[config.mk]
export PLATFORM = sky130hd
export DESIGN_NAME = keypad_entry
export DESIGN_NICKNAME = d
export VERILOG_FILES = /design/src/rtl/keypad_entry.sv
export SDC_FILE = /design/constraint.sdc
export NUM_CORES = 1
export LEC_CHECK = 0
export CAP_MARGIN = 10
export CORE_MARGIN = 1.5
export CORE_UTILIZATION = 53
export CTS_BUF_LIST = sky130_fd_sc_hd__clkbuf_4
export DETAILED_ROUTE_END_ITERATION = 8
export GPL_TIMING_DRIVEN = 1
export PLACE_DENSITY = 0.89
export SYNTH_ARGS = -nofsm -noshare
export SYNTH_HDL_FRONTEND = slang
export SYNTH_SLANG_ARGS = --single-unit
[constraint.sdc]
create_clock -name clk_100Hz -period 2.7 [get_ports clk_100Hz]
set_input_delay 0.54 -clock clk_100Hz [delete_from_list [all_inputs] [get_ports clk_100Hz]]
set_output_delay 0.54 -clock clk_100Hz [all_outputs]
set_load 0.03 [all_outputs]
[src/rtl/keypad_entry.sv]
`default_nettype none
// keypad_entry: debounced 10-key entry with BCD load strobe and a 3-digit shadow.
// Optional macro KEYPAD_BEEP_EN adds a beep pulse output.  Rev 1.0
module keypad_entry #(
  parameter int DEBOUNCE_TICKS = 3,
  parameter int CNT_W          = 2,
  parameter int BEEP_TICKS     = 10
) (
  input  logic       clk_100Hz,
  input  logic       clearn,
  input  logic [0:9] keypad,
  input  logic       enablen,
  output logic [3:0] bcd,
  output logic       loadn,
  output logic [3:0] entry_min,
  output logic [3:0] entry_sec_tens,
  output logic [3:0] entry_sec_ones,
  output logic [1:0] digit_count,
  output logic       key_reject
`ifdef KEYPAD_BEEP_EN
  ,
  output logic       beep
`endif
);

  if (DEBOUNCE_TICKS < 1 || DEBOUNCE_TICKS > (1 << CNT_W) || BEEP_TICKS < 1) begin : g_param_check
    $error("keypad_entry: invalid DEBOUNCE_TICKS/CNT_W/BEEP_TICKS");
  end

  typedef enum logic [1:0] {IDLE, DEBOUNCE, ACCEPT, RELEASE} state_t;

  localparam logic [CNT_W-1:0] LAST = CNT_W'(DEBOUNCE_TICKS - 1);

  state_t           state, state_n;
  logic [CNT_W-1:0] cnt, cnt_n;
  logic [3:0]       cand, cand_n;
  logic [3:0]       key_idx;
  logic             key_one, key_none;
  logic             load_go, reject_go;

  always_comb begin
    key_idx = 4'd0;
    for (int k = 0; k < 10; k++) begin
      if (keypad[k]) key_idx = 4'(k);
    end
  end

  assign key_one  = $onehot(keypad);
  assign key_none = (keypad == 10'd0);

  always_comb begin
    state_n   = state;
    cnt_n     = cnt;
    cand_n    = cand;
    load_go   = 1'b0;
    reject_go = 1'b0;
    case (state)
      IDLE: begin
        if (!enablen && key_one) begin
          cand_n  = key_idx;
          cnt_n   = '0;
          state_n = DEBOUNCE;
        end
      end
      DEBOUNCE: begin
        if (enablen || !key_one) begin
          cnt_n   = '0;
          state_n = IDLE;
        end else if (key_idx != cand) begin
          cand_n = key_idx;
          cnt_n  = '0;
        end else if (cnt == LAST) begin
          state_n   = ACCEPT;
          load_go   = (digit_count != 2'd3);
          reject_go = (digit_count == 2'd3);
        end else begin
          cnt_n = cnt + CNT_W'(1);
        end
      end
      ACCEPT: begin
        cnt_n   = '0;
        state_n = RELEASE;
      end
      RELEASE: begin
        if (!key_none) begin
          cnt_n = '0;
        end else if (cnt == LAST) begin
          cnt_n   = '0;
          state_n = IDLE;
        end else begin
          cnt_n = cnt + CNT_W'(1);
        end
      end
      default: begin
        cnt_n   = '0;
        state_n = IDLE;
      end
    endcase
  end

  // Outputs are registered on the edge into ACCEPT so loadn/key_reject are
  // active exactly while the FSM sits in ACCEPT.
  always_ff @(posedge clk_100Hz or negedge clearn) begin
    if (!clearn) begin
      state          <= IDLE;
      cnt            <= '0;
      cand           <= 4'd0;
      bcd            <= 4'd0;
      loadn          <= 1'b1;
      key_reject     <= 1'b0;
      entry_min      <= 4'd0;
      entry_sec_tens <= 4'd0;
      entry_sec_ones <= 4'd0;
      digit_count    <= 2'd0;
    end else begin
      state      <= state_n;
      cnt        <= cnt_n;
      cand       <= cand_n;
      loadn      <= !load_go;
      key_reject <= reject_go;
      if (load_go) begin
        bcd            <= cand;
        entry_min      <= entry_sec_tens;
        entry_sec_tens <= entry_sec_ones;
        entry_sec_ones <= cand;
        digit_count    <= digit_count + 2'd1;
      end
    end
  end

`ifdef KEYPAD_BEEP_EN
  localparam int BW = $clog2(BEEP_TICKS + 1);
  logic [BW-1:0] beep_cnt;

  always_ff @(posedge clk_100Hz or negedge clearn) begin
    if (!clearn) begin
      beep_cnt <= '0;
    end else if (state == ACCEPT) begin
      beep_cnt <= BW'(BEEP_TICKS);
    end else if (beep_cnt != '0) begin
      beep_cnt <= beep_cnt - BW'(1);
    end
  end

  assign beep = (beep_cnt != '0);
`endif

endmodule
`default_nettype wire

==> flow_metrics.tcl, run 1 <==
set metrics [dict create \
    tns_ns -27.38 \
    final-max-slew-violation-count 0 \
    drc_errors 0 \
    cpMostUsedCell "fa_1" \
    vias 1345 \
    syn_avg_cell_area_sq_um 11.1 \
    hold_violations 0 \
    grt_util_all_layers_pct 25.6 \
    clock-root-buffer "clkbuf_4" \
    row_count 19 \
    fin_crit_sh_pct 147 \
    synth-seq-cells 24 \
    p_comb_share_pct 45.1 \
    syn-num-nets 168 \
    nets 231 \
    pin_count 33 \
    dp_slack_ns -1.90 \
    power.density_nw_per_um2 582 \
    slew_headroom_pct 65.4 \
    clock_skew_ns 0.00822 \
    fin_crit_ns 3.96 \
    die-area_sq_um 3300 \
    place_congestion 0.729 \
    crit_required_ns 2.93 \
    syn_area_sq_um 1570 \
    drive_above_1_share_pct 36.9 \
    cts_hold_buf 0 \
    p_leak_nw 1.10 \
    die_h_um 57.5 \
    endpoint "cand[3]$_DFFE_PN0P_" \
    grt_pass1_wl_um 6430 \
    crit_slowest_cell "fa_2" \
    hpwlAfterDp_um 2850 \
    cts_buffers 3 \
    routed_wl_um 4060 \
    async_reset_ff_share_pct 100 \
    wl_per_cell_um 17.3 \
    avgViaCountPerCell 5.75 \
    synth_ff_type "dfrtp_1" \
    violations "setup timing" \
    seq_power_share_pct 35.7 \
    max_cap_viol_count 0 \
    cp-end-kind "flip-flop" \
    p_sw_share_pct 36.7 \
    layout_setup_ws_ns -1.26 \
    die_x_um 57.5 \
    syn_inst 141 \
    synth_common_cells "23 x dfrtp_1, 18 x inv_1, 11 x nor2_1" \
    grt_overflow 0 \
    synth_top_area_cell "dfrtp_1" \
    start_kind "input port" \
    synth_top_area_share_pct 36.6 \
    status "finished with violations" \
    r2r_cells 8 \
    grt_max_degree 25 \
    clkTransAtPathRegs_ns 0.13 \
    r2r_slack_ns 0.50 \
    synth_edf_count 0 \
    power_frac_clock_pct 19.2 \
    reg2reg_from "cand[0]$_DFFE_PN0P_" \
    cts-htree-levels 1 \
    p_sw_mw 0.488 \
    max_freq_ghz 0.253 \
    rsz0062_at_grt "yes" \
    drtAntennaViolNets 0 \
    critPathLaunch "keypad[9]" \
    yosys-top-cells-area "dfrtp_1 37%, mux2_4 8.6%, fa_1 7.6%" \
    holdWs_ns 0.530 \
    insertion_delay_ns 0.31 \
    first_pass_iters 4 \
    grt_pass1_vias 1411 \
    slowest_delay_ns 0.54 \
    drtIter0Drc 50 \
    intPower_mw 0.840 \
    finalSetupViolCount 24 \
    cts_max_path_buffers 2 \
    cts_tree "yes" \
    hp-class "flip-flop to flip-flop" \
    ir_worst_vdd_v 0.000533 \
    crit_chain "buf_8 -> fa_1 -> fa_1 -> inv_1 -> fa_1 -> inv_1 -> ha_2 -> inv_2 -> fa_2 -> nand3b_1 -> a21oi_2 -> nor2b_1 -> buf_4 -> buf_6 -> a21boi_4 -> buf_6 -> mux2i_2" \
    ys_warn_count 0 \
    arrival_ns 4.19 \
    timing.rr.end "cand[3]$_DFFE_PN0P_" \
    yosysMostFrequentCell "dfrtp_1" \
    io_buffers 32 \
    path_max_fanout 3 \
    path_class "input port to flip-flop" \
    cts_sinks 24 \
    areaGrowthSynthToFinish_pct 45.2 \
    antennaDiodeCount 0 \
    core_area_sq_um 2780 \
    tightest_slew_ns 0.515 \
    seq_area_frac_synth_pct 38.3 \
    antenna_found_initial 0 \
    ys_types 41 \
    initial_core_util_pct 56.5 \
]
==> power groups by stage <==
stage | registers [mW] | clock network [mW] | logic [mW]
finish | 0.474 | 0.255 | 0.598
global placement | 0.470 | 0 | 0.452
global route | 0.480 | 0.271 | 0.650
floorplan | 0.463 | 0 | 0.313
CTS | 0.471 | 0.259 | 0.533
detailed placement | 0.479 | 0 | 0.495
==> cells in the final DEF, fill, tap and decap left out, drive strengths merged, types with 2 or more instances in the layout <==
| cell type | netlist | layout |
|---|---|---|
| a21boi | 2 | 2 |
| a21oi | 7 | 7 |
| a2bb2oi | 2 | 2 |
| a41oi | 2 | 2 |
| buf | 5 | 38 |
| clkbuf | 2 | 4 |
| clkdlybuf4s50 | 0 | 26 |
| dfrtp | 23 | 23 |
| fa | 6 | 6 |
| ha | 8 | 8 |
| inv | 18 | 18 |
| mux2 | 14 | 14 |
| mux2i | 2 | 2 |
| nand2 | 4 | 4 |
| nand2b | 2 | 2 |
| nand3 | 4 | 4 |
| nand3b | 2 | 2 |
| nand4 | 2 | 2 |
| nor2 | 11 | 11 |
| nor2b | 2 | 2 |
| nor3 | 2 | 2 |
| nor4 | 2 | 2 |
| o2111ai | 2 | 2 |
| o21ai | 2 | 2 |
| or2 | 2 | 2 |
==> layer usage <==
layer / track usage, % / vias to the layer above / wire [um]
met1: 28.1 / 664 / 1590
met2: 46.8 / 50 / 2100
met3: 4.08 / 12 / 196
met4: 13.6 / 0 / 167
li1: - / 619 / -
met5: 0 / - / 0
==> worst max-delay path: cells and delay by family <==
family	cells	cell delay [ns]
adder cells (fa/ha/maj)	5	2.17
AO/OA/AOI/OAI	2	0.35
multiplexers	1	0.22
AND/OR/NAND/NOR	2	0.26
buffers and inverters	7	0.65
==> through the flow <==
step | cells | util (%) | power [mW] | area [sq um]
floorplan | 141 | - | 0.776 | 1590
global placement | 224 | 75.8 | 0.922 | 2110
detailed placement | 224 | 75.8 | 0.974 | 2110
CTS | 231 | 79.6 | 1.26 | 2210
global route | 234 | 82.1 | 1.40 | 2280
finish | 234 | 82.1 | 1.33 | 2280
==> worst min-delay path by stage <==
stage                              from                          to  slack (ns)  cells after the start
3_5_place_dp   entry_min[0]$_DFFE_PN0P_    entry_min[0]$_DFFE_PN0P_        0.50                      1
6_report       entry_min[0]$_DFFE_PN0P_    entry_min[0]$_DFFE_PN0P_        0.53                      1
5_1_grt        entry_min[0]$_DFFE_PN0P_    entry_min[0]$_DFFE_PN0P_        0.56                      1
4_1_cts        entry_min[0]$_DFFE_PN0P_    entry_min[0]$_DFFE_PN0P_        0.53                      1
3_3_place_gp   entry_min[2]$_DFFE_PN0P_    entry_min[2]$_DFFE_PN0P_        0.49                      1
2_1_floorplan                    clearn  asynchronous set/reset pin        0.24                      0
==> final cells by class <==
class / count / area [sq um]
Clock inverter: 1 / 30.0
Sequential cell: 24 / 602
Fill cell: 145 / 499
Timing Repair Buffer: 65 / 612
Clock buffer: 3 / 22.5
Multi-Input combinational cell: 92 / 910
Inverter: 18 / 67.6
Tap cell: 31 / 38.8
==> sequential cells by signal, summed over array words and instances, names as in the netlist, 2 cells and up, named ones only <==
register	count
cnt	2
entry_sec_tens	4
entry_min	4
entry_sec_ones	4
digit_count	2
cand	4
==> cell families (layout without fill, tap and decap cells) <==
family                     Yosys count  in the layout  synth area share, %
and+or+nand+nor                     34             34                 11.9
AOI/OAI and AO/OA                   26             26                 13.9
muxes                               16             16                 13.5
adders and majority gates           14             14                 14.0
xor gates and xnor gates             2              2                 1.11
DFF                                 24             24                 38.3
buffers and inverters               25             87                 7.40
==> timing repair <==
action / 4_1_cts / 5_1_grt
setup buffers: 3 / 6
cloned: 1 / 0
pin swaps: 8 / 11
endpoints found under the setup margin: 24 / 24
gates resized for setup: 34 / 15
Power figures use the tool's default switching activity.
==> run 2, diff against run 1 <==
Settings changed: CORE_ASPECT_RATIO from default to 0.8, CORE_MARGIN 1.5 to default.
==> run 2 against run 1 <==
  * The flow still finishes with violations (setup timing)
  * Sequential share of layout area up 0.29 points
  * Wire length is 5.6% higher
  * Clock skew down 0.0050 ns
  * Cell area down 1.1%
  * Combinational power down 5.7%
  * Worst setup slack better by 0.0015 ns
  * Non-clock buffer count up 1
  * Core utilization down 1.0 points
==> flow_metrics.tcl, run 2 (synthesis gave the netlist of run 1 again) <==
set metrics [dict create \
    status "finished with violations" \
    violations "setup timing" \
    path_class "input port to flip-flop" \
    clock_skew_ns 0.00326 \
    layout_setup_ws_ns -1.26 \
    grt_util_all_layers_pct 29.4 \
    clock-root-buffer "clkbuf_4" \
    tightest_slew_ns 0.575 \
    cts_buffers 3 \
    insertion_delay_ns 0.31 \
    wl_met1_um 1670 \
    pin_count 33 \
    fin_crit_ns 3.96 \
    core_area_sq_um 2790 \
    nets 232 \
    ir_worst_vdd_v 0.000406 \
    p_comb_share_pct 46.6 \
    hpwlAfterDp_um 3080 \
    p_sw_share_pct 38.8 \
    grt_pass1_vias 1418 \
    layout_commonest_cell "buf_4" \
    multi_input_area_sq_um 898 \
    io_buffers 32 \
    dr_wl_met3_um 197 \
    max_freq_ghz 0.253 \
    crit_required_ns 2.91 \
    dp_slack_ns -1.92 \
    cts_tree "yes" \
    initial_core_util_pct 56.4 \
    path_max_fanout 7 \
    areaGrowthSynthToFinish_pct 43.6 \
    cts-htree-levels 1 \
    power_frac_clock_pct 14.0 \
    vias 1363 \
    drtAntennaViolNets 0 \
    cts_hold_buf 0 \
    die-area_sq_um 3190 \
    first_pass_iters 4 \
    drive_above_1_share_pct 35.3 \
    die_h_um 50.7 \
    final-max-slew-violation-count 0 \
    rsz0062_at_grt "yes" \
    drtIter0Drc 69 \
    seq_area_sq_um 602 \
    routed_wl_um 4280 \
    highest_layer "met4" \
    grt_overflow 0 \
    power.density_nw_per_um2 535 \
    slew_headroom_pct 61.4 \
    cts_sinks 24 \
    grt_max_degree 25 \
    intPower_mw 0.740 \
    p_sw_mw 0.468 \
    final_core_util_pct 81.0 \
    fillers 161 \
    start_kind "input port" \
    antennaDiodeCount 0 \
    layout_common_cells "31 x buf_4, 26 x clkdlybuf4s50_1, 23 x dfrtp_1" \
    antenna_found_initial 0 \
    arrival_ns 4.16 \
    hold_violations 0 \
    r2r_slack_ns 0.48 \
    fin_crit_sh_pct 147 \
    wl_met2_um 2320 \
    die_x_um 62.9 \
    clkTransAtPathRegs_ns 0.12 \
    max_cap_viol_count 0 \
    p_leak_nw 1.09 \
    avgViaCountPerCell 5.63 \
    finalSetupViolCount 24 \
    wl_per_cell_um 17.7 \
    hp-class "flip-flop to flip-flop" \
    row_count 17 \
    seq_power_share_pct 39.3 \
    drc_errors 0 \
    grt_pass1_wl_um 6920 \
    cts_max_path_buffers 2 \
    cp-end-kind "flip-flop" \
    place_congestion 0.856 \
]
==> run 2: power by group through the flow <==
stage / combinational [mW] / sequential, mW / clock, mW
after global placement: 0.455 / 0.472 / 0
after CTS: 0.522 / 0.471 / 0.174
after floorplan: 0.313 / 0.463 / 0
final: 0.564 / 0.475 / 0.170
after detailed placement: 0.500 / 0.478 / 0
after global routing: 0.617 / 0.481 / 0.187
==> run 2: final cells by class <==
type                    count  share of cell area (%)
flip-flops and latches     24                    26.7
clock buffers               4                    1.33
repair buffers             66                    27.1
multi-input cells          92                    39.8
well taps                  38                    2.11
inverters                  18                    2.99
==> run 2: path summary, 6_finish.rpt <==
check,from,end,cells past startpoint
hold reg to reg,entry_min[0]$_DFFE_PN0P_,entry_min[0]$_DFFE_PN0P_,1
setup / recovery,keypad[9],entry_min[3]$_DFFE_PN0P_,16
max in group asynchronous,clearn,loadn$_DFF_PN1_,2
setup reg to reg,cand[0]$_DFFE_PN0P_,cand[2]$_DFFE_PN0P_,6
hold / removal,entry_min[0]$_DFFE_PN0P_,entry_min[0]$_DFFE_PN0P_,1
min in group asynchronous,clearn,cand[0]$_DFFE_PN0P_,2
==> run 2: critical path, stage by stage <==
cell and delay [ns]:
buf_8 0.10, fa_1 0.51, fa_1 0.53, inv_1 0.05, fa_1 0.43, inv_1 0.07
ha_2 0.18, inv_2 0.04, fa_2 0.33, a2111o_1 0.31, a21oi_2 0.13, nor2b_1 0.17
buf_4 0.15, nand4_4 0.13, buf_12 0.20, mux2_4 0.30
==> run 2: routing by layer <==
| metal | vias to the layer above | global-route usage (%) |
|---|---|---|
| li1 | 623 | - |
| met1 | 666 | 35.1 |
| met2 | 59 | 53.4 |
| met3 | 15 | 5.91 |
| met4 | 0 | 8.53 |
| met5 | - | 0 |
==> run 2: stage by stage <==
step / power (mW) / TNS (ns) / hold WS [ns] / area [sq um] / std cells
global placement: 0.927 / -40.34 / 0.491 / 2120 / 232
global route: 1.29 / -30.21 / 0.546 / 2260 / 242
finish: 1.21 / -27.78 / 0.530 / 2260 / 242
CTS: 1.17 / -30.37 / 0.528 / 2200 / 240
detailed placement: 0.979 / -42.87 / 0.496 / 2120 / 232
floorplan: 0.776 / -28.71 / 0.244 / 1590 / 141
==> run 2: what timing repair did <==
action,4_1_cts,5_1_grt
cloned,1,0
endpoints found under the setup margin,24,24
gates resized for setup,33,8
setup buffers,4,2
pin swaps,10,8
==> run 3, diff against run 2 <==
Settings changed: CAP_MARGIN 10 to 20, CORE_UTILIZATION 53 to 55, PLACE_DENSITY 0.89 to 0.91.
Clock period 2.7 ns to 4.8 ns, I/O delays scaled along.
==> run 3 against run 2 <==
  * The run now ends clean
  * Global-route usage increased by 3.0 points
  * Worst hold slack got worse by 0.0080 ns
  * Critical endpoint unchanged
  * Clock power down 15%
  * Non-clock buffer count fell by 18
  * Core utilization up 1.2 points
  * Highest routed layer unchanged
  * First-iteration DRC count rose by 75%
  * Clock skew is 0.0073 ns higher
  * Count of clock-buffer cells in the layout down 1
  * Power decreased by 43%
  * Wire length decreased by 0.54%
==> flow_metrics.tcl, run 3 (synthesis gave the netlist of run 1 again) <==
set metrics [dict create \
    status "completed" \
    die_h_um 49.8 \
    layout_common_cells "26 x clkdlybuf4s50_1, 23 x dfrtp_1, 18 x inv_1" \
    io_buffers 32 \
    arrival_ns 4.91 \
    antenna_found_initial 0 \
    fillers 135 \
    max_cap_viol_count 0 \
    max_freq_ghz 0.213 \
    r2r_cells 6 \
    cts_max_path_buffers 2 \
    routed_wl_um 4260 \
    initial_core_util_pct 60.9 \
    die-area_sq_um 3080 \
    core_area_sq_um 2580 \
    timing.rr.end "digit_count[1]$_DFFE_PN0P_" \
    tns_ns 0 \
    layout_commonest_cell "clkdlybuf4s50_1" \
    layout_setup_ws_ns 0.106 \
    tightest_slew_ns 0.773 \
    grt_pass1_vias 1350 \
    grt_pass1_wl_um 6910 \
    finalSetupViolCount 0 \
    critPathLaunch "keypad[8]" \
    fin_crit_ns 4.69 \
    grt_util_all_layers_pct 32.4 \
    reg2reg_from "cand[0]$_DFFE_PN0P_" \
    crit_slowest_cell "fa_1" \
    rsz0062_at_grt "no" \
    clock_skew_ns 0.0106 \
    ir_worst_vdd_v 0.000297 \
    drtIter0Drc 121 \
    avgViaCountPerCell 5.89 \
    drive_above_1_share_pct 23.1 \
    endpoint "entry_min[3]$_DFFE_PN0P_" \
    nets 214 \
    crit_required_ns 5.02 \
    hold_violations 0 \
    r2r_slack_ns 2.40 \
    slew_headroom_pct 48.5 \
    slowest_delay_ns 0.55 \
    insertion_delay_ns 0.32 \
    hp-class "flip-flop to flip-flop" \
    clock-root-buffer "clkbuf_4" \
    grt_overflow 0 \
    grt_max_degree 25 \
    p_leak_nw 1.02 \
    cp-end-kind "flip-flop" \
    antennaDiodeCount 0 \
    final_core_util_pct 82.2 \
    path_max_fanout 7 \
    vias 1307 \
    path_class "input port to flip-flop" \
    start_kind "input port" \
    pin_count 33 \
    fin_crit_sh_pct 97.8 \
    drc_errors 0 \
    cts_buffers 3 \
    clkTransAtPathRegs_ns 0.13 \
    die_x_um 61.8 \
    hpwlAfterDp_um 3030 \
    cts_tree "yes" \
    power.density_nw_per_um2 322 \
    hp-start "digit_count[0]$_DFFE_PN0P_" \
    crit_chain "dlygate4sd2_1 -> fa_1 -> fa_1 -> inv_1 -> fa_1 -> inv_1 -> ha_2 -> inv_1 -> fa_2 -> a2111o_1 -> a21oi_2 -> nor2b_1 -> buf_4 -> nand4_4 -> buf_12 -> mux2_4" \
    dp_slack_ns -0.365 \
    drtAntennaViolNets 0 \
    areaGrowthSynthToFinish_pct 35.0 \
    final-max-slew-violation-count 0 \
    wl_per_cell_um 19.2 \
    cts-htree-levels 1 \
    cts_sinks 24 \
    place_congestion 0.866 \
    first_pass_iters 4 \
    row_count 16 \
]
[run 3: critical path: cells and delay by family]
kind	cells	cell delay [ns]
adders and majority gates	5	2.04
buffers and inverters	6	0.85
and+or+nand+nor	2	0.31
muxes	1	0.30
AOI/OAI and AO/OA	2	0.45
[run 3: metrics by stage]
step	hold slack (ns)	instance area [sq um]	total power [mW]	instances
global route	0.546	2120	0.724	222
floorplan	0.521	1570	0.431	141
CTS	0.523	2080	0.672	220
global placement	0.490	1980	0.493	213
finish	0.522	2120	0.684	222
detailed placement	0.497	1980	0.522	213
[run 3: layout make-up]
cell class / count / area (sq um) / area share (%)
Clock buffer: 3 / 22.5 / 1.06
Clock inverter: 1 / 30.0 / 1.42
Inverter: 18 / 67.6 / 3.18
Multi-Input combinational cell: 92 / 862 / 40.6
Sequential cell: 24 / 602 / 28.4
Tap cell: 36 / 45.0 / 2.12
Timing Repair Buffer: 48 / 493 / 23.2
[run 3: metal layers]
metal / wire length [um] / vias up / track usage (%) / share of wire (%)
li1: - / 591 / - / -
met1: 1690 / 657 / 39.1 / 40
met2: 2260 / 47 / 54.7 / 53
met3: 209 / 12 / 8.66 / 4.9
met4: 106 / 0 / 11.1 / 2.5
met5: 0 / - / 0 / 0
[run 3: repair_timing]
item / in CTS / in global routing
resized for setup: 7 / 3
hold buffers: 0 / 0
cloned: 1 / 0
endpoints found under the setup margin: 13 / 19
pin swaps: 2 / 1
buffers inserted: 2 / 1
[run 3: worst min-delay path by stage]
stage / cells after the start / slack [ns] / to
after floorplan: 2 / 0.52 / cand[3]$_DFFE_PN0P_
final: 1 / 0.52 / digit_count[0]$_DFFE_PN0P_
after detailed placement: 1 / 0.50 / entry_min[1]$_DFFE_PN0P_
after global routing: 1 / 0.55 / entry_min[1]$_DFFE_PN0P_
after CTS: 1 / 0.52 / digit_count[0]$_DFFE_PN0P_
after global placement: 1 / 0.49 / entry_min[2]$_DFFE_PN0P_
[run 3: power by group]
part / leakage, nW / internal, mW / switching [mW]
combinational: 0.669 / 0.121 / 0.153
sequential: 0.319 / 0.230 / 0.0355
clock: 0.0279 / 0.0845 / 0.0597
total: 1.02 / 0.435 / 0.248
